File: src/rtl/dmem_arbiter_pkg.sv
// dmem_arbiter_pkg
// Shared types and constants for the data-memory arbiter slice.
// Provides the store-size encodings, the bus owner state enum and the
// bundle type used to carry one memory request (we/addr/wdata/bytes).
package dmem_arbiter_pkg;

   localparam int DATA_W = 32;

   // Store-size encodings as driven on the *_bytes buses
   localparam logic [1:0] SZ_WORD = 2'd0;
   localparam logic [1:0] SZ_HALF = 2'd1;
   localparam logic [1:0] SZ_BYTE = 2'd2;

   typedef enum logic {
      PIPE_OWN = 1'b0,
      DMA_OWN  = 1'b1
   } owner_t;

   typedef struct packed {
      logic              we;
      logic [DATA_W-1:0] addr;
      logic [DATA_W-1:0] wdata;
      logic [1:0]        bytes;
   } mem_req_t;

endpackage

File: src/rtl/dmem_arbiter_if.sv
// dmem_arbiter_if
// Bundles the three sides of the arbiter: the pipeline Memory stage
// (p_*, StallM), the DMA/boot-loader master (d_*), the data memory (m_*)
// and the dma_owner status flag.
//   slave  : the arbiter's view (requests in, memory drive and responses out)
//   master : the surrounding system's view (pipeline, DMA and memory)
interface dmem_arbiter_if #(parameter int DATA_W = dmem_arbiter_pkg::DATA_W);

   logic              p_req;
   logic              p_we;
   logic [DATA_W-1:0] p_addr;
   logic [DATA_W-1:0] p_wdata;
   logic [1:0]        p_bytes;
   logic [DATA_W-1:0] p_rdata;
   logic              StallM;

   logic              d_valid;
   logic              d_we;
   logic [DATA_W-1:0] d_addr;
   logic [DATA_W-1:0] d_wdata;
   logic [1:0]        d_bytes;
   logic              d_last;
   logic              d_ready;
   logic [DATA_W-1:0] d_rdata;
   logic              d_rvalid;

   logic [DATA_W-1:0] m_addr;
   logic [DATA_W-1:0] m_wdata;
   logic              m_we;
   logic [1:0]        m_bytes;
   logic [DATA_W-1:0] m_rdata;

   logic              dma_owner;

   modport slave (
      input  p_req, p_we, p_addr, p_wdata, p_bytes,
      output p_rdata, StallM,
      input  d_valid, d_we, d_addr, d_wdata, d_bytes, d_last,
      output d_ready, d_rdata, d_rvalid,
      output m_addr, m_wdata, m_we, m_bytes,
      input  m_rdata,
      output dma_owner
   );

   modport master (
      output p_req, p_we, p_addr, p_wdata, p_bytes,
      input  p_rdata, StallM,
      output d_valid, d_we, d_addr, d_wdata, d_bytes, d_last,
      input  d_ready, d_rdata, d_rvalid,
      input  m_addr, m_wdata, m_we, m_bytes,
      output m_rdata,
      input  dma_owner
   );

endinterface

File: src/rtl/dmem_port_mux.sv
// dmem_port_mux
// Selects one of two request bundles onto the memory port.
//   sel    : 0 = pipeline bundle, 1 = DMA bundle
//   weEn   : write qualifier; the chosen write enable only reaches memory
//            when this is high
//   pReq   : pipeline request bundle
//   dReq   : DMA request bundle
//   mReq   : bundle driven to the memory
module dmem_port_mux
   import dmem_arbiter_pkg::*;
(
   input  logic     sel,
   input  logic     weEn,
   input  mem_req_t pReq,
   input  mem_req_t dReq,
   output mem_req_t mReq
);

   mem_req_t chosen;

   // Address/data/size follow the selected requester unconditionally so the
   // memory always sees a defined address; only the write strobe is gated.
   always_comb begin
      chosen   = sel ? dReq : pReq;
      mReq     = chosen;
      mReq.we  = weEn & chosen.we;
   end

endmodule

File: src/rtl/dmem_arbiter.sv
// dmem_arbiter
// Shares the single-port data memory between the pipeline Memory stage and a
// DMA/boot-loader master. The pipeline wins by default; the DMA uses idle
// slots, and after STARVE_LIMIT consecutive blocked cycles it is granted a
// forced burst of up to MAX_BURST beats while the pipeline is stalled.
// Ports:
//   CLK  : system clock, rising edge
//   RST  : synchronous active-high reset
//   bus  : dmem_arbiter_if.slave carrying pipeline, DMA, memory and status
module dmem_arbiter
   import dmem_arbiter_pkg::*;
#(
   parameter int DATA_W       = 32,
   parameter int STARVE_LIMIT = 4,
   parameter int MAX_BURST    = 8
) (
   input  logic           CLK,
   input  logic           RST,
   dmem_arbiter_if.slave  bus
);

   localparam logic [3:0] STARVE_LAST = 4'(STARVE_LIMIT - 1);
   localparam logic [3:0] BURST_LAST  = 4'(MAX_BURST - 1);

   owner_t            state;
   owner_t            nextState;
   logic [3:0]        starveCnt;
   logic [3:0]        nextStarve;
   logic [3:0]        beatCnt;
   logic [3:0]        nextBeat;
   logic              selDma;
   logic              weEn;
   logic              dReady;
   logic              stall;
   logic [DATA_W-1:0] dRdataQ;
   logic              dRvalidQ;
   mem_req_t          pBundle;
   mem_req_t          dBundle;
   mem_req_t          mBundle;

   assign pBundle = '{we: bus.p_we, addr: bus.p_addr, wdata: bus.p_wdata, bytes: bus.p_bytes};
   assign dBundle = '{we: bus.d_we, addr: bus.d_addr, wdata: bus.d_wdata, bytes: bus.d_bytes};

   dmem_port_mux portMux (
      .sel  (selDma),
      .weEn (weEn),
      .pReq (pBundle),
      .dReq (dBundle),
      .mReq (mBundle)
   );

   // Next-state and port-control logic. In PIPE_OWN the pipeline always wins
   // and the DMA only slips into idle slots; a DMA beat that keeps losing
   // builds up starveCnt until it earns a forced burst. In DMA_OWN the DMA
   // owns the port and the burst ends on d_last, on the beat cap, or on the
   // first bubble. Reset overrides every strobe so the beat presented during
   // the reset cycle is neither written nor acknowledged.
   always_comb begin
      nextState  = state;
      nextStarve = starveCnt;
      nextBeat   = beatCnt;
      selDma     = 1'b0;
      weEn       = 1'b0;
      dReady     = 1'b0;
      stall      = 1'b0;
      case (state)
         PIPE_OWN: begin
            if (bus.p_req) begin
               weEn = 1'b1;
            end else if (bus.d_valid) begin
               selDma = 1'b1;
               weEn   = 1'b1;
               dReady = 1'b1;
            end
            if (bus.p_req && bus.d_valid) begin
               if (starveCnt == STARVE_LAST) begin
                  nextState  = DMA_OWN;
                  nextStarve = 4'd0;
                  nextBeat   = 4'd0;
               end else begin
                  nextStarve = starveCnt + 4'd1;
               end
            end else begin
               nextStarve = 4'd0;
            end
         end
         DMA_OWN: begin
            selDma = 1'b1;
            weEn   = bus.d_valid;
            dReady = bus.d_valid;
            stall  = bus.p_req;
            if (bus.d_valid) begin
               nextBeat = beatCnt + 4'd1;
               if (bus.d_last || (beatCnt == BURST_LAST)) begin
                  nextState = PIPE_OWN;
               end
            end else begin
               nextState = PIPE_OWN;
            end
         end
         default: begin
            nextState = PIPE_OWN;
         end
      endcase
      if (RST) begin
         weEn   = 1'b0;
         dReady = 1'b0;
         stall  = 1'b0;
      end
   end

   // State, counters and the registered DMA read-return path. A DMA read is
   // captured from the combinational memory output on the accepting edge and
   // presented with a one-cycle d_rvalid pulse; the data is held afterwards.
   always_ff @(posedge CLK) begin
      if (RST) begin
         state     <= PIPE_OWN;
         starveCnt <= 4'd0;
         beatCnt   <= 4'd0;
         dRvalidQ  <= 1'b0;
         dRdataQ   <= '0;
      end else begin
         state     <= nextState;
         starveCnt <= nextStarve;
         beatCnt   <= nextBeat;
         dRvalidQ  <= dReady & ~bus.d_we;
         if (dReady && !bus.d_we) begin
            dRdataQ <= bus.m_rdata;
         end
      end
   end

   assign bus.m_addr    = mBundle.addr;
   assign bus.m_wdata   = mBundle.wdata;
   assign bus.m_we      = mBundle.we;
   assign bus.m_bytes   = mBundle.bytes;
   assign bus.p_rdata   = bus.m_rdata;
   assign bus.StallM    = stall;
   assign bus.d_ready   = dReady;
   assign bus.d_rdata   = dRdataQ;
   assign bus.d_rvalid  = dRvalidQ;
   assign bus.dma_owner = (state == DMA_OWN);

endmodule
File: src/flat_wrapper.sv
// flat-port wrapper written by rule: the top's interface ports become plain ports
module dmem_arbiter_flat import dmem_arbiter_pkg::*;
#(
   parameter int DATA_W       = 32,
   parameter int STARVE_LIMIT = 4,
   parameter int MAX_BURST    = 8
)
  (CLK, RST, bus_p_req, bus_p_we, bus_p_addr, bus_p_wdata, bus_p_bytes, bus_p_rdata, bus_StallM, bus_d_valid, bus_d_we, bus_d_addr, bus_d_wdata, bus_d_bytes, bus_d_last, bus_d_ready, bus_d_rdata, bus_d_rvalid, bus_m_addr, bus_m_wdata, bus_m_we, bus_m_bytes, bus_m_rdata, bus_dma_owner);
  dmem_arbiter_if #(.DATA_W(DATA_W)) bus_i ();
  input  logic CLK;
  input  logic RST;
  input wire logic [$bits(bus_i.p_req)-1:0] bus_p_req;
  input wire logic [$bits(bus_i.p_we)-1:0] bus_p_we;
  input wire logic [$bits(bus_i.p_addr)-1:0] bus_p_addr;
  input wire logic [$bits(bus_i.p_wdata)-1:0] bus_p_wdata;
  input wire logic [$bits(bus_i.p_bytes)-1:0] bus_p_bytes;
  output wire logic [$bits(bus_i.p_rdata)-1:0] bus_p_rdata;
  output wire logic [$bits(bus_i.StallM)-1:0] bus_StallM;
  input wire logic [$bits(bus_i.d_valid)-1:0] bus_d_valid;
  input wire logic [$bits(bus_i.d_we)-1:0] bus_d_we;
  input wire logic [$bits(bus_i.d_addr)-1:0] bus_d_addr;
  input wire logic [$bits(bus_i.d_wdata)-1:0] bus_d_wdata;
  input wire logic [$bits(bus_i.d_bytes)-1:0] bus_d_bytes;
  input wire logic [$bits(bus_i.d_last)-1:0] bus_d_last;
  output wire logic [$bits(bus_i.d_ready)-1:0] bus_d_ready;
  output wire logic [$bits(bus_i.d_rdata)-1:0] bus_d_rdata;
  output wire logic [$bits(bus_i.d_rvalid)-1:0] bus_d_rvalid;
  output wire logic [$bits(bus_i.m_addr)-1:0] bus_m_addr;
  output wire logic [$bits(bus_i.m_wdata)-1:0] bus_m_wdata;
  output wire logic [$bits(bus_i.m_we)-1:0] bus_m_we;
  output wire logic [$bits(bus_i.m_bytes)-1:0] bus_m_bytes;
  input wire logic [$bits(bus_i.m_rdata)-1:0] bus_m_rdata;
  output wire logic [$bits(bus_i.dma_owner)-1:0] bus_dma_owner;
  assign bus_i.p_req = bus_p_req;
  assign bus_i.p_we = bus_p_we;
  assign bus_i.p_addr = bus_p_addr;
  assign bus_i.p_wdata = bus_p_wdata;
  assign bus_i.p_bytes = bus_p_bytes;
  assign bus_p_rdata = bus_i.p_rdata;
  assign bus_StallM = bus_i.StallM;
  assign bus_i.d_valid = bus_d_valid;
  assign bus_i.d_we = bus_d_we;
  assign bus_i.d_addr = bus_d_addr;
  assign bus_i.d_wdata = bus_d_wdata;
  assign bus_i.d_bytes = bus_d_bytes;
  assign bus_i.d_last = bus_d_last;
  assign bus_d_ready = bus_i.d_ready;
  assign bus_d_rdata = bus_i.d_rdata;
  assign bus_d_rvalid = bus_i.d_rvalid;
  assign bus_m_addr = bus_i.m_addr;
  assign bus_m_wdata = bus_i.m_wdata;
  assign bus_m_we = bus_i.m_we;
  assign bus_m_bytes = bus_i.m_bytes;
  assign bus_i.m_rdata = bus_m_rdata;
  assign bus_dma_owner = bus_i.dma_owner;
  dmem_arbiter #(.DATA_W(DATA_W), .STARVE_LIMIT(STARVE_LIMIT), .MAX_BURST(MAX_BURST)) u_core (.CLK(CLK), .RST(RST), .bus(bus_i));
endmodule
File: config.mk
export PLATFORM = sky130hd
export DESIGN_NAME = dmem_arbiter_flat
export DESIGN_NICKNAME = d
export VERILOG_FILES = /design/src/rtl/dmem_arbiter_pkg.sv /design/src/rtl/dmem_arbiter_if.sv /design/src/rtl/dmem_port_mux.sv /design/src/rtl/dmem_arbiter.sv /design/src/flat_wrapper.sv
export SDC_FILE = /design/constraint.sdc
export NUM_CORES = 1
export LEC_CHECK = 0
export CORE_AREA = 8 8 117 119
export DETAILED_ROUTE_END_ITERATION = 10
export DIE_AREA = 0 0 125 127
export PLACE_DENSITY = 0.76
export SETUP_SLACK_MARGIN = 0.02
export SLEW_MARGIN = 0
export SYNTH_ARGS = -nofsm -noshare
export SYNTH_HDL_FRONTEND = slang
export SYNTH_HIERARCHICAL = 1
export SYNTH_SLANG_ARGS = --single-unit
export TNS_END_PERCENT = 30
File: constraint.sdc
create_clock -name CLK -period 1.95 [get_ports CLK]
set_input_delay 0.2925 -clock CLK [delete_from_list [all_inputs] [get_ports CLK]]
set_output_delay 0.2925 -clock CLK [all_outputs]
set_load 0.005 [all_outputs]
* Yosys cells after proc, flatten, opt, wreduce, memory -nomap -nowiden *
Cells that the tools add are included.

storage, ports and cells
  register bits after elaboration = 42
  latch bits = 0
  RAM bits = 0
  memory bits (read-only) = 0
  bits of input ports = 171
  output and inout bits = 135
  memories = 0

operators by class
  add/subtract/negate cells = 2
  multipliers = 0
  div/mod/pow operators = 0
  order comparisons = 0
  eq/ne operators = 5
  shifts and indexed selects = 0
  mux-type cells = 22
  bitwise gates (word level) = 4
  reductions and logical operators = 5

operators by type and width
  kind                                                   number
  two-way mux 67 bit                                     1
  two-way mux 4 bit                                      5
  two-way mux 1 bit                                      11
  adder 4 x 1 -> 4 bit, second input constant            2
  one-hot mux 1 bit (2 select lines)                     4
  one-hot mux 4 bit (2 select lines)                     1
  equality test 4 x 2 -> 1 bit, second input constant    1
  equality test 4 x 3 -> 1 bit, second input constant    1
  inequality test 2 x 1 -> 1 bit, second input constant  2
  AND reduction 3 bit                                    1
  bitwise AND 1 bit                                      2
  logical AND 1 bit                                      2
  inequality test 2 bit, second input constant           1
  NOT 1 bit                                              2
  logical NOT 1 bit                                      1
  logical OR 1 bit                                       1

* Logic depth before layout (Yosys ltp) *
  depth in word-level cells = 5
  depth in mapped cells = 7

* Modules after synthesis *
The synthesis kept the hierarchy.

modules (own cells, without submodules)
  module         times used  cells an instance  area an instance (µm²)  sequential area each (µm²)
  dmem_arbiter   1           250                2180.8                  840.8
  dmem_port_mux  1           75                 928.4                   0.0

* Least setup slack after synthesis *
OpenSTA, ideal clock, no wires.

  path kind = reg2out
  start = register u_core.state, in the netlist u_core/bus.dma_owner
  end = output port bus_m_addr[10]
  arrival time = 1637 ps
  setup slack = 21 ps
  stages on the path, launching flop included = 7
  path through = dfxtp_1 > buf_6 > clkbuf_1 > o21bai_1 > buf_4 > buf_6 > mux2_4

between the ends
  cells in the longest elaborated chain, start to end = 3

ends and longest elaborated chain
  element                                 RTL line             text
  start, declared                         dmem_arbiter.sv:25   owner_t state;
  start signal, assigned                  dmem_arbiter.sv:123  state <= nextState;
  NOT 1 bit                               dmem_arbiter.sv:66   case (state)
  one-hot mux 1 bit (2 select lines) (*)  dmem_arbiter.sv:66
  named net u_core.selDma                 dmem_arbiter.sv:31   logic selDma;
  two-way mux 67 bit (*)                  dmem_port_mux.sv:24  chosen = sel ? dReq : pReq;
  end, declared                           flat_wrapper.sv:28   output wire logic [$bits(bus_i.m_addr)-1:0] bus_m_addr;

The timed path passes the listed nets; every way through them passes the cells marked *.

* Worst setup path in the final report *
  start = register u_core.state, in the netlist u_core/bus.dma_owner
  end = output port bus_m_addr[27]

The elaborated chain is that of the path after synthesis.

==> run metrics <==
Final setup viols 0; Synth Area in Adders 0.805%; Final Net Count 781; setup TNS 0 ps; CTS Buffer Depth 2; die area 0.0159 mm^2; Pwr per Cell Area 456 mW/mm^2; share of layout cells above drive strength 1 28.9%; Crit Path Category reg -> out; final hold violations 0; DR DRC count 0; dpl hpwl 13400 um; average size of a mapped cell 9.57 um^2; synthesized flop and latch total 42; Chip Width 125 um; met2 Resource Use GR 36.0%; buffer and inverter count on the worst path 3; Synth Area in XOR/XNOR 0%; TritonCTS Sinks 42; clock root cell clkbuf_16; drt wl/cell 21.7 um; Register-to-Register Path Depth 7; gr usage total 19.6%; FF-to-FF setup slack 360 ps; Clock Skews 5.87 ps; FFs w/ async S/R, synth 0%; clock-pin transition on the worst setup and hold timing paths 60 ps; critical path depth 5; cell count after synthesis 325; slowest CP cell dfxtp_2; Clock Latency Late Sink 280 ps; drt first-iter violations 243; delay of the slowest critical-path stage 320 ps; total of max-cap violations 0; ANT nets after route 0; final hold slack 464 ps; fill count 1053; largest family of logic cells by synthesized area multiplexers; Final Routed Wirelength 16400 um; Tcrit/Tclk final 99.6%; Post-Syn Nets 498; Synth Flop Type dfxtp_1; Area Overhead vs Synth 108%; core area 0.0118 mm^2; crit path from u_core/bus.dma_owner; CP Max Fanout 8; FF-to-FF End u_core/bus.d_rdata[5]; IO Pins 306; final non-filler cell total 758; DP Area 0.00620 mm^2; most frequent cells in the layout clkdlybuf4s50_1, dfxtp_1, inv_1; initial antenna violation count 3; synthesized cell area 0.00311 mm^2; hold path startpoint bus_d_valid; vias in the first global route 3908; CP endpoint kind output port; Synth Area in Simple Gates 6.36%; Synth Area in Compound Gates 20.4%; register area share after synthesis 27.0%; Synth top area share 27.0%; H-tree levels 2; starting density of the core 26.3%; largest net degree at the start of global routing 66; Critical Path Source Type flop; CP arrival 1650 ps; Hold Crit Class in -> reg; CTS Buf Count 5; CTS tree yes; RSZ-0062 raised after global routing yes; Final GP Congestion 0.863; global route hottest layer met2; Least-Margin Pin Slew 387 ps; synth warn 6; M1 GR Usage 20.3%; synth unique cells 38; reg2reg start u_core/bus.dma_owner; top cells by area, synth dfxtp_1, mux2_4, mux2_2; Final min period 1940 ps; Worst Setup EP bus_m_addr[27]; commonest non-fill, non-tap cell in the layout clkdlybuf4s50_1; status complete, no violations; vias per inst 4.81; mux contribution to synthesized area 27.8%; post-placement cell count 738; total power 2950 uW; vias 3649; Worst slew margin 74.2%; EDFF count, synth 0; worst vdd ir 0.000591 V; critical-path cell list o21bai_4, buf_12, bufbuf_16, mux2_4, buf_6; post-route cell area 0.00646 mm^2; Cell Rows 40; die extent in y 127 um; LEAKAGE 0.00266 uW; Pins Over Slew Limit 0; CP Data Required Time 1660 ps; GRT Residual Overflow 0; largest area contributor in the netlist dfxtp_1; fmax 0.515 GHz; CP top delay family buffers and inverters; PortBufs 305; drt pass-1 iters 4; grt met3 use 7.32%; first-pass GRT wire length 24100 um
==> stage by stage <==
stage / worst slack [ps] / utilization [%]
final: 7.84 / 54.7
after global routing: -23.2 / 54.7
after CTS: -103 / 55.0
after detailed placement: -548 / 52.5
after global placement: -504 / 52.5
after floorplan: 20.7 / -
==> flip-flops by register name, indices dropped and copies added (netlist names) <==
| name | flops |
|---|---|
| u_core/bus.d_rdata | 32 |
| u_core/beatCnt | 4 |
| u_core/starveCnt | 4 |
| u_core/bus.d_rvalid | 1 |
| u_core/bus.dma_owner | 1 |
==> tightest hold or removal path: cells and delay by family <==
family | cells | cell delay, ps
compound gates | 1 | 100
buf+inv | 2 | 300
==> report_power, final <==
part	internal (uW)	leakage [uW]	switching, uW	total, uW
clock	604	0.0000771	340	945
sequential	882	0.000341	12.7	895
combinational	742	0.00224	365	1110
total	2230	0.00266	718	2950
==> timing repair <==
action	in CTS	in global routing
buffers inserted	6	1
cloned	5	0
setup endpoints to repair	69	61
hold endpoints to repair	0	0
resized for setup	274	19
pin swaps	1	1
hold buffers	0	0
==> cell type report <==
type                            instances  area (um^2)  share of cell area (%)
Antenna cell                            2         5.00                  0.0775
Clock buffer                            6          129                    2.00
Clock inverter                          2         37.5                   0.581
Inverter                               37          139                    2.15
Multi-Input combinational cell        182         1770                    27.4
Sequential cell                        42          842                    13.0
Tap cell                              147          184                    2.85
Timing Repair Buffer                  340         3350                    51.9
==> worst min-delay path by stage <==
| stage | depth (start not counted) | to | slack [ps] |
|---|---|---|---|
| 3_3_place_gp | 2 | u_core/bus.d_rdata[31] | 470 |
| 4_1_cts | 2 | u_core/bus.d_rdata[25] | 480 |
| 2_1_floorplan | 2 | u_core/bus.d_rdata[23] | 440 |
| 5_1_grt | 3 | u_core/beatCnt[1] | 480 |
| 6_report | 3 | u_core/beatCnt[1] | 460 |
| 3_5_place_dp | 2 | u_core/bus.d_rdata[25] | 480 |
==> cells in the mapped netlist (2+ instances only) <==
cell type,number
nand3b_1,2
buf_4,33
a311oi_1,2
ha_1,2
nand2b_1,3
mux2_2,36
nor2b_1,2
a31oi_1,3
and3_1,2
o311ai_1,30
buf_2,10
dfxtp_1,42
o311ai_0,2
o31ai_1,32
nand3_1,3
a21oi_1,6
nor2_1,2
mux2_4,30
nand2_1,6
buf_6,4
clkbuf_1,16
o21ai_0,2
nand4b_1,3
inv_1,36
or4_1,3
==> cells by family after synthesis <==
| logic type | after synthesis |
|---|---|
| simple gates | 32 |
| mux | 67 |
| buf+inv | 101 |
| flops | 42 |
| compound gates | 81 |
| fa+ha+maj | 2 |
==> metal layers <==
| metal | vias up | wire, um |
|---|---|---|
| met5 | - | 27 |
| met4 | 4 | 295 |
| met3 | 20 | 1520 |
| met2 | 199 | 8380 |
| met1 | 1676 | 6220 |
| li1 | 1750 | - |
(Power assumes the default switching activity.)
